$ cat config.mk
export PLATFORM = sky130hd
export DESIGN_NAME = dipsw_poll_ctrl
export DESIGN_NICKNAME = d
export VERILOG_FILES = /design/src/rtl/dipsw_poll_ctrl.sv
export SDC_FILE = /design/constraint.sdc
export NUM_CORES = 1
export LEC_CHECK = 0
export CORE_MARGIN = 2
export CORE_UTILIZATION = 33
export DETAILED_ROUTE_END_ITERATION = 10
export PLACE_DENSITY = 0.59
export REMOVE_ABC_BUFFERS = 1
export SLEW_MARGIN = 40
export SYNTH_ARGS = -nofsm -noshare
export SYNTH_HDL_FRONTEND = slang
export SYNTH_SLANG_ARGS = --single-unit
$ cat constraint.sdc
create_clock -name clk -period 3.2 [get_ports clk]
set_clock_uncertainty 0.15 [all_clocks]
set_input_delay 0.8 -clock clk [delete_from_list [all_inputs] [get_ports clk]]
set_output_delay 0.8 -clock clk [all_outputs]
set_load 0.03 [all_outputs]
$ cat src/rtl/dipsw_poll_ctrl.sv
// rtl/dipsw_poll_ctrl.sv - DIP-switch PIO poller with edge-capture gating and debounce
// Polls the PIO edge-capture register. On any captured edge it clears the capture, then samples data until stable.
module dipsw_poll_ctrl #(
  parameter int POLL_DIV     = 1000,
  parameter int DEBOUNCE_CNT = 4
) (
  input  logic        clk,
  input  logic        reset_n,
  input  logic        enable,
  output logic [1:0]  pio_address,
  output logic        pio_chipselect,
  output logic        pio_write_n,
  output logic [31:0] pio_writedata,
  input  logic [31:0] pio_readdata,
  output logic [3:0]  sw_value,
  output logic        sw_valid,
  input  logic        sw_ready,
  output logic        change_irq,
  output logic        busy
);

  typedef enum logic [2:0] {
    IDLE, RD_CAP, CAP_WAIT, CLR, RD_DATA, DATA_WAIT, SETTLE, PRESENT
  } state_t;

  localparam logic [15:0] TICK_LAST  = 16'(POLL_DIV - 1);
  localparam logic [3:0]  STABLE_MIN = 4'(DEBOUNCE_CNT);
  localparam logic [1:0]  ADDR_DATA  = 2'd0;
  localparam logic [1:0]  ADDR_EDGE  = 2'd3;

  state_t      state;
  logic [15:0] tick_cnt;
  logic [3:0]  candidate;
  logic [3:0]  stable_cnt;
  logic [3:0]  last_value;
  logic        delivered;

  logic        tick;
  logic [3:0]  sample;
  logic [3:0]  cand_next;
  logic [3:0]  cnt_next;
  logic        unused_readdata;

  assign tick            = (tick_cnt == TICK_LAST);
  assign sample          = pio_readdata[3:0];
  assign unused_readdata = ^pio_readdata[31:4];

  // A sample only extends the run if it matches the current candidate.
  always_comb begin
    cand_next = sample;
    cnt_next  = 4'd1;
    if (stable_cnt != 4'd0 && sample == candidate) begin
      cand_next = candidate;
      cnt_next  = (stable_cnt == 4'hF) ? 4'hF : stable_cnt + 4'd1;
    end
  end

  always_ff @(posedge clk or negedge reset_n) begin
    if (!reset_n) begin
      state          <= IDLE;
      tick_cnt       <= '0;
      pio_address    <= '0;
      pio_chipselect <= 1'b0;
      pio_write_n    <= 1'b1;
      pio_writedata  <= '0;
      sw_value       <= '0;
      sw_valid       <= 1'b0;
      change_irq     <= 1'b0;
      busy           <= 1'b0;
      candidate      <= '0;
      stable_cnt     <= '0;
      last_value     <= '0;
      delivered      <= 1'b0;
    end else begin
      change_irq <= 1'b0;
      case (state)
        IDLE: begin
          if (!enable) begin
            tick_cnt <= '0;
          end else if (tick) begin
            tick_cnt       <= '0;
            state          <= RD_CAP;
            busy           <= 1'b1;
            pio_chipselect <= 1'b1;
            pio_write_n    <= 1'b1;
            pio_address    <= ADDR_EDGE;
          end else begin
            tick_cnt <= tick_cnt + 16'd1;
          end
        end
        RD_CAP: begin
          state          <= CAP_WAIT;
          pio_chipselect <= 1'b0;
        end
        CAP_WAIT: begin
          if (sample == 4'd0) begin
            state    <= IDLE;
            busy     <= 1'b0;
            tick_cnt <= '0;
          end else begin
            state          <= CLR;
            pio_chipselect <= 1'b1;
            pio_write_n    <= 1'b0;
            pio_address    <= ADDR_EDGE;
            pio_writedata  <= '0;
            stable_cnt     <= '0;
          end
        end
        CLR: begin
          state       <= RD_DATA;
          pio_write_n <= 1'b1;
          pio_address <= ADDR_DATA;
        end
        RD_DATA: begin
          state          <= DATA_WAIT;
          pio_chipselect <= 1'b0;
        end
        DATA_WAIT: begin
          candidate  <= cand_next;
          stable_cnt <= cnt_next;
          if (cnt_next < STABLE_MIN) begin
            state    <= SETTLE;
            tick_cnt <= '0;
          end else if (delivered && cand_next == last_value) begin
            state    <= IDLE;
            busy     <= 1'b0;
            tick_cnt <= '0;
          end else begin
            state      <= PRESENT;
            sw_value   <= cand_next;
            sw_valid   <= 1'b1;
            change_irq <= 1'b1;
          end
        end
        SETTLE: begin
          // Once a sequence has started, enable no longer gates the settle tick.
          if (tick) begin
            tick_cnt       <= '0;
            state          <= RD_DATA;
            pio_chipselect <= 1'b1;
            pio_write_n    <= 1'b1;
            pio_address    <= ADDR_DATA;
          end else begin
            tick_cnt <= tick_cnt + 16'd1;
          end
        end
        PRESENT: begin
          if (sw_valid && sw_ready) begin
            sw_valid   <= 1'b0;
            last_value <= sw_value;
            delivered  <= 1'b1;
            state      <= IDLE;
            busy       <= 1'b0;
            tick_cnt   <= '0;
          end
        end
        default: begin
          state <= IDLE;
          busy  <= 1'b0;
        end
      endcase
    end
  end

endmodule

==> summary.md, run 1 <==
| Metric | Value |
|---|---|
| Register cell area after layout | 0.00105 sq mm |
| Internal cell power | 0.00139 W |
| CP endpoint kind | register |
| Avg Cell Area, Syn | 8.70 sq um |
| Levels on crit path | 7 |
| Post-DP Area | 0.00312 sq mm |
| Top cell type's share of synthesized area | 36.0% |
| Placement row count | 33 |
| Clock power frac | 17.7% |
| Global-route wire length before repair | 10.8 mm |
| Post-route DRC | 0 |
| Post-synthesis cell type count | 57 |
| Final ANT Viol Nets | 0 |
| Post-route minimum period | ~2.7 ns |
| Commonest non-fill, non-tap cell in the layout | dfrtp_1 |
| Area contributors post-synth | dfrtp_1, buf_4, nand2_1, a211oi_1, mux2_2 |
| Initial DRC count | 130 |
| Cell area after synthesis | about 0.0028 sq mm |
| Area of the multi-input gates | 0.00154 sq mm |
| Sw power | 0.00104 W |
| CP delay by family, top | simple AND/OR/NAND/NOR gates |
| WS Path Type | input pin to register |
| Hold buffer count at cts | 0 |
| Final worst path period share | between 80% and 90% |
| Die width | 96.9 microns |
| Worst-path clk slew | 0.09 ns |
| Slowest CP cell | clkdlybuf4s50_1 |
| Register area share after synthesis | a little under two fifths |
| Worst min path class | input pin to async pin |
| Status | finished, final reports clean |
| Ratio of cells with drive above 1 in the final layout | 11.5% |
| FF+latch count, synth | 42 |
| Switching share of power | between 40% and 50% |
| Fill count | 833 |
| Peak VDD IR | between 0.0003 and 0.0004 V |
| WL final | 6.51 mm |
| Grt total ovfl | 0 |
| Initial antenna violation count | 0 |
| Yosys warning count | 0 |
| Total Neg Setup Slack | 0 ns |
| Max-slew headroom | between 50 and 60% |
| H-tree Lvls | 2 |
| Worst setup SP type | input pin |
| CP Data Arrival Time | 2.78 ns |
| Setup repair after global routing missed its margin | no |
| Routed vias | roughly 2400 |
| Total track usage | 13.9% |
| Final Hold Fails | 0 |
| Post-DR wirelength/cell | 14.2 microns |
| Via/cell ratio | 5.28 |
| EDFF count, synth | 0 |
| Final Slew Violations | 0 |
| Die Y | 96.9 microns |
| I/O Buffers | 18 |
| Core area | 0.00830 sq mm |
| Combinational power share | 49.6% |
| Synth Instances | 327 |
| Worst Path Max Fanout | 6 |
| Worst skew pair latency | around 0.30 ns |
| Pwr dens | 753 mW/mm^2 |
| Clock sinks | 42 |
| Post-CTS sizing | 0 |
| Final Cell Area | approximately 0.0032 sq mm |
| Asr flop ratio synth | 100% |
| I/O Pins | 79 |
| Most frequent cells in the layout | dfrtp_1, nand2_1, conb_1 |
| Max-cap viol count | 0 |
| Fmax | between 300 and 400 MHz |
| Dominant cell type by area after synthesis | dfrtp_1 |
| Final HPWL DP | 4.59 mm |
| Leakage | 1.36 nW |
| Worst r2r path cells | 5 |
| CTS Buf Count | 5 |
| Sequential Power Share | 32.7% |
| Ant diodes | 0 |
| Final setup fails | 0 |
| CTS tree | built |
| CTS max path bufs | 2 |
| Number of global-route vias before repair | 2237 |
| Initial Util | approximately 34% |
| Largest net degree at the start of global routing | 43 |
| Crit-path cells | clkdlybuf4s50_1, xor2_1, nor3_1, nand2_1, nor2_1, buf_4, mux2_2 |
| Buf+Inv Stages, Crit Path | 2 |
| Worst slew pin tran | 0.659 ns |
| Area Overhead vs Synth | 13.4% |
| Die footprint | 0.00938 sq mm |
| Post-CTS Repair Setup Buffers | 0 |
| Drt pass-1 iters | 6 |
| Clk root buf | clkbuf_8 |
| Top FF cell, synth | dfrtp_1 |
| CP max stage delay | 0.53 ns |
| Final nets | roughly 400 |
| RePlAce Congestion | 0.896 |
| CP required | 3.24 ns |
==> stage by stage <==
| step | setup WS (ns) | total power (W) | util, % | instances | hold WS (ns) |
|---|---|---|---|---|---|
| after floorplan | 0.463 | 0.00160 | - | 310 | 0.295 |
| after global placement | 0.157 | 0.00198 | 37.6 | 452 | 0.314 |
| after detailed placement | 0.148 | 0.00201 | 37.6 | 452 | 0.315 |
| after CTS | 0.458 | 0.00244 | 38.9 | 460 | 0.335 |
| after global routing | 0.312 | 0.00262 | 38.9 | 460 | 0.366 |
| final | 0.453 | 0.00243 | 38.9 | 460 | 0.333 |
==> cells by family after synthesis <==
logic type               Yosys count  share of synthesized area, %
other                              1                         0.132
flip-flops                        42                          37.0
XOR/XNOR                           8                          2.46
multiplexers                      15                          5.67
buffers and inverters             65                          13.0
AND/OR/NAND/NOR                  112                          19.9
adder cells (fa/ha/maj)            5                          2.20
AO/OA/AOI/OAI                     79                          19.7
==> metal layers <==
| layer | vias up | GRT usage, % | share of wire, % |
|---|---|---|---|
| met1 | 1179 | 19.5 | 48 |
| met3 | 9 | 2.46 | 4.6 |
| met2 | 64 | 21.9 | 46 |
| met4 | 0 | 4.55 | 1.3 |
| met5 | - | 0 | 0 |
| li1 | 1176 | - | - |
==> sequential cells by signal, indices dropped and copies added (netlist names) <==
name,count
busy,1
candidate,4
change_irq,1
delivered,1
last_value,4
pio_address,1
pio_chipselect,1
pio_write_n,1
stable_cnt,4
state,3
sw_valid,1
sw_value,4
tick_cnt,16
==> layout make-up <==
class / count / share of cell area, %
clock buffer: 7 / 2.37
timing repair buffer: 37 / 10.3
sequential: 42 / 32.6
clock inverter: 1 / 0.931
multi-input combinational: 251 / 47.7
inverter: 17 / 1.98
tap: 105 / 4.07
==> Yosys cell counts (2+ instances only) <==
cell       count
or4_1          4
a211oi_1      16
nor2_1        16
clkbuf_1      13
a2111o_1       2
nand2_1       36
o22ai_1       11
a21oi_1       15
nand2b_1       4
mux2_2         8
nand4_1        2
nor3_1        17
mux2i_1        6
xor2_1         7
o2111ai_1      4
ha_1           5
a311o_1        2
dfrtp_1       41
nand3_1        9
and2_1         5
a31oi_1        2
o211ai_1       2
buf_2          2
buf_4         33
nor4_1         8
o21ai_0        9
nor3b_1        2
inv_1         17
==> power by group through the flow <==
| stage | Combinational (W) | Sequential (W) | Clock (W) |
|---|---|---|---|
| after global placement | 0.00118 | 0.000802 | 0 |
| final | 0.00121 | 0.000794 | 0.000429 |
| after floorplan | 0.000758 | 0.000837 | 0 |
| after CTS | 0.00120 | 0.000793 | 0.000438 |
| after detailed placement | 0.00120 | 0.000804 | 0 |
| after global routing | 0.00133 | 0.000822 | 0.000465 |
==> path summary, 6_finish.rpt <==
kind / slack [ns] / startpoint / end
min in group clk: 0.33 / delivered$_DFFE_PN0P_ / delivered$_DFFE_PN0P_
max in group asynchronous: 2.17 / reset_n / delivered$_DFFE_PN0P_
setup reg to reg: 0.47 / tick_cnt[3]$_DFFE_PN0P_ / busy$_DFFE_PN0P_
hold reg to reg: 0.33 / delivered$_DFFE_PN0P_ / delivered$_DFFE_PN0P_
setup / recovery: 0.45 / pio_readdata[0] / sw_value[2]$_DFFE_PN0P_
hold / removal: 0.33 / reset_n / tick_cnt[8]$_DFFE_PN0P_
Power figures use the tool's default switching activity.
==> run 2, diff against run 1 <==
CORE_UTILIZATION = 49   (was 33)
PLACE_DENSITY = 0.81   (was 0.59)
==> summary.md, run 2 (same netlist as run 1, synthesis figures left out) <==
| Metric | Value |
|---|---|
| Worst skew pair latency | around 0.31 ns |
| Pwr dens | 733 mW/mm^2 |
| Post-Place Cells | between 400 and 500 |
| Met1 Resource Use GR | between 20% and 30% |
| Post-CTS sizing | 0 |
| Hold buffer count at cts | 0 |
| I/O Buffers | 18 |
| Grt peak-use layer | met2 |
| Peak VDD IR | 0.000408 V |
| Initial DRC count | 208 |
| Met2 Usage GRT | roughly 33% |
| Final ANT Viol Nets | 0 |
| Fmax | 357 MHz |
| Leakage | roughly 1.3 nW |
| Largest net degree at the start of global routing | 43 |
| Worst setup SP type | input pin |
| H-tree Lvls | 2 |
| Max-cap viol count | 0 |
| Final worst path period share | 87.4% |
| Post-DP Area | just over 0.003 sq mm |
| Placement row count | 27 |
| CTS tree | built |
| Worst min path class | input pin to async pin |
| Post-DR wirelength/cell | 14.2 microns |
| I/O Pins | 79 |
| Final Cell Area | approximately 0.0032 sq mm |
| Die footprint | 0.00643 sq mm |
| Routed vias | 2420 |
| Core area | 0.00557 sq mm |
| Tot Pwr | 0.00232 W |
| Worst slew pin tran | 0.681 ns |
| Total Neg Setup Slack | 0 ns |
| Ant diodes | 0 |
| RePlAce Congestion | 0.878 |
| CP endpoint kind | register |
| Total track usage | 20.2% |
| Post-CTS Repair Setup Buffers | 0 |
| Max FFs per register | 16 |
| Setup repair after global routing missed its margin | no |
| WS Path Type | input pin to register |
| Final Slew Violations | 0 |
| CTS max path bufs | 2 |
| Commonest non-fill, non-tap cell in the layout | dfrtp_1 |
| Global-route wire length before repair | 10.3 mm |
| Number of global-route vias before repair | 2235 |
| CP Data Arrival Time | 2.85 ns |
| Worst Path Max Fanout | 12 |
| Area Overhead vs Synth | 10.9% |
| Post-Layout Cell Count | 427 |
| GRT met3 Usage | under 10% |
| Die Y | 80.2 microns |
| Final nets | 395 |
| Largest Register | tick_cnt |
| Final Hold Fails | 0 |
| Initial Util | 51.1% |
| Finished Core Util | 56.6% |
| Clk root buf | clkbuf_8 |
| Worst r2r path cells | 5 |
| Clock sinks | 42 |
| Initial antenna violation count | 0 |
| Most frequent cells in the layout | dfrtp_1, nand2_1, conb_1 |
| Final HPWL DP | around 4.4 mm |
| Worst-path clk slew | 0.09 ns |
| Die width | 80.2 microns |
| Grt total ovfl | 0 |
| Final setup fails | 0 |
| Ratio of cells with drive above 1 in the final layout | 12.1% |
| Via/cell ratio | ~5.7 |
| Post-route DRC | 0 |
| Max-slew headroom | 54.2% |
| WL final | slightly above 6 mm |
| Status | finished, final reports clean |
| Drt pass-1 iters | 4 |
| CP required | 3.25 ns |
| Post-route minimum period | 2.80 ns |
| CTS Buf Count | 5 |
==> run 2: changes by cell type in the layout (fill, tap and decap cells not counted), sizes merged <==
cell      delta
clkbuf       -2
clkinv       +2
bufinv       -1
clkinvlp     +1
==> run 2: cell type report <==
type | instances | area, sq um
inverters | 17 | 63.8
flip-flops and latches | 42 | 1050
clock inverters | 3 | 21.3
fillers | 477 | 2420
repair buffers | 37 | 320
multi-input cells | 251 | 1540
well taps | 72 | 90.1
clock buffers | 5 | 68.8
==> run 2: worst paths after layout <==
path	slack (ns)	end	from
worst min register to register	0.34	delivered$_DFFE_PN0P_	delivered$_DFFE_PN0P_
worst max-delay path	0.40	tick_cnt[9]$_DFFE_PN0P_	pio_readdata[1]
worst max register to register	0.48	busy$_DFFE_PN0P_	tick_cnt[3]$_DFFE_PN0P_
min in group clk	0.34	delivered$_DFFE_PN0P_	delivered$_DFFE_PN0P_
max in group asynchronous	2.19	pio_address[0]$_DFFE_PN0P_	reset_n
worst min-delay path	0.32	tick_cnt[8]$_DFFE_PN0P_	reset_n
==> run 2: layer usage <==
layer	vias to the layer above	share of wire, %
met2	80	48
met1	1144	45
met3	11	5.2
met5	-	0
li1	1185	-
met4	0	1.9
==> run 2: critical path, cell delays in order <==
cell and delay (ns):
clkdlybuf4s50_1 0.53, nor4_1 0.33, buf_4 0.18, o22a_1 0.15
nand2_1 0.25, buf_4 0.27, a211oi_1 0.23, o22ai_1 0.10
==> run 2: per-stage QoR <==
stage | hold slack (ns) | setup slack [ns]
final | 0.325 | 0.402
after global routing | 0.362 | 0.238
after CTS | 0.340 | 0.420
after detailed placement | 0.325 | 0.0945
after global placement | 0.307 | 0.149
after floorplan | 0.295 | 0.463
==> run 2: power breakdown <==
group	total [W]	internal (W)	switching, W
sequential	0.000798	0.000639	0.000159
clock	0.000359	0.000154	0.000205
combinational	0.00116	0.000494	0.000665
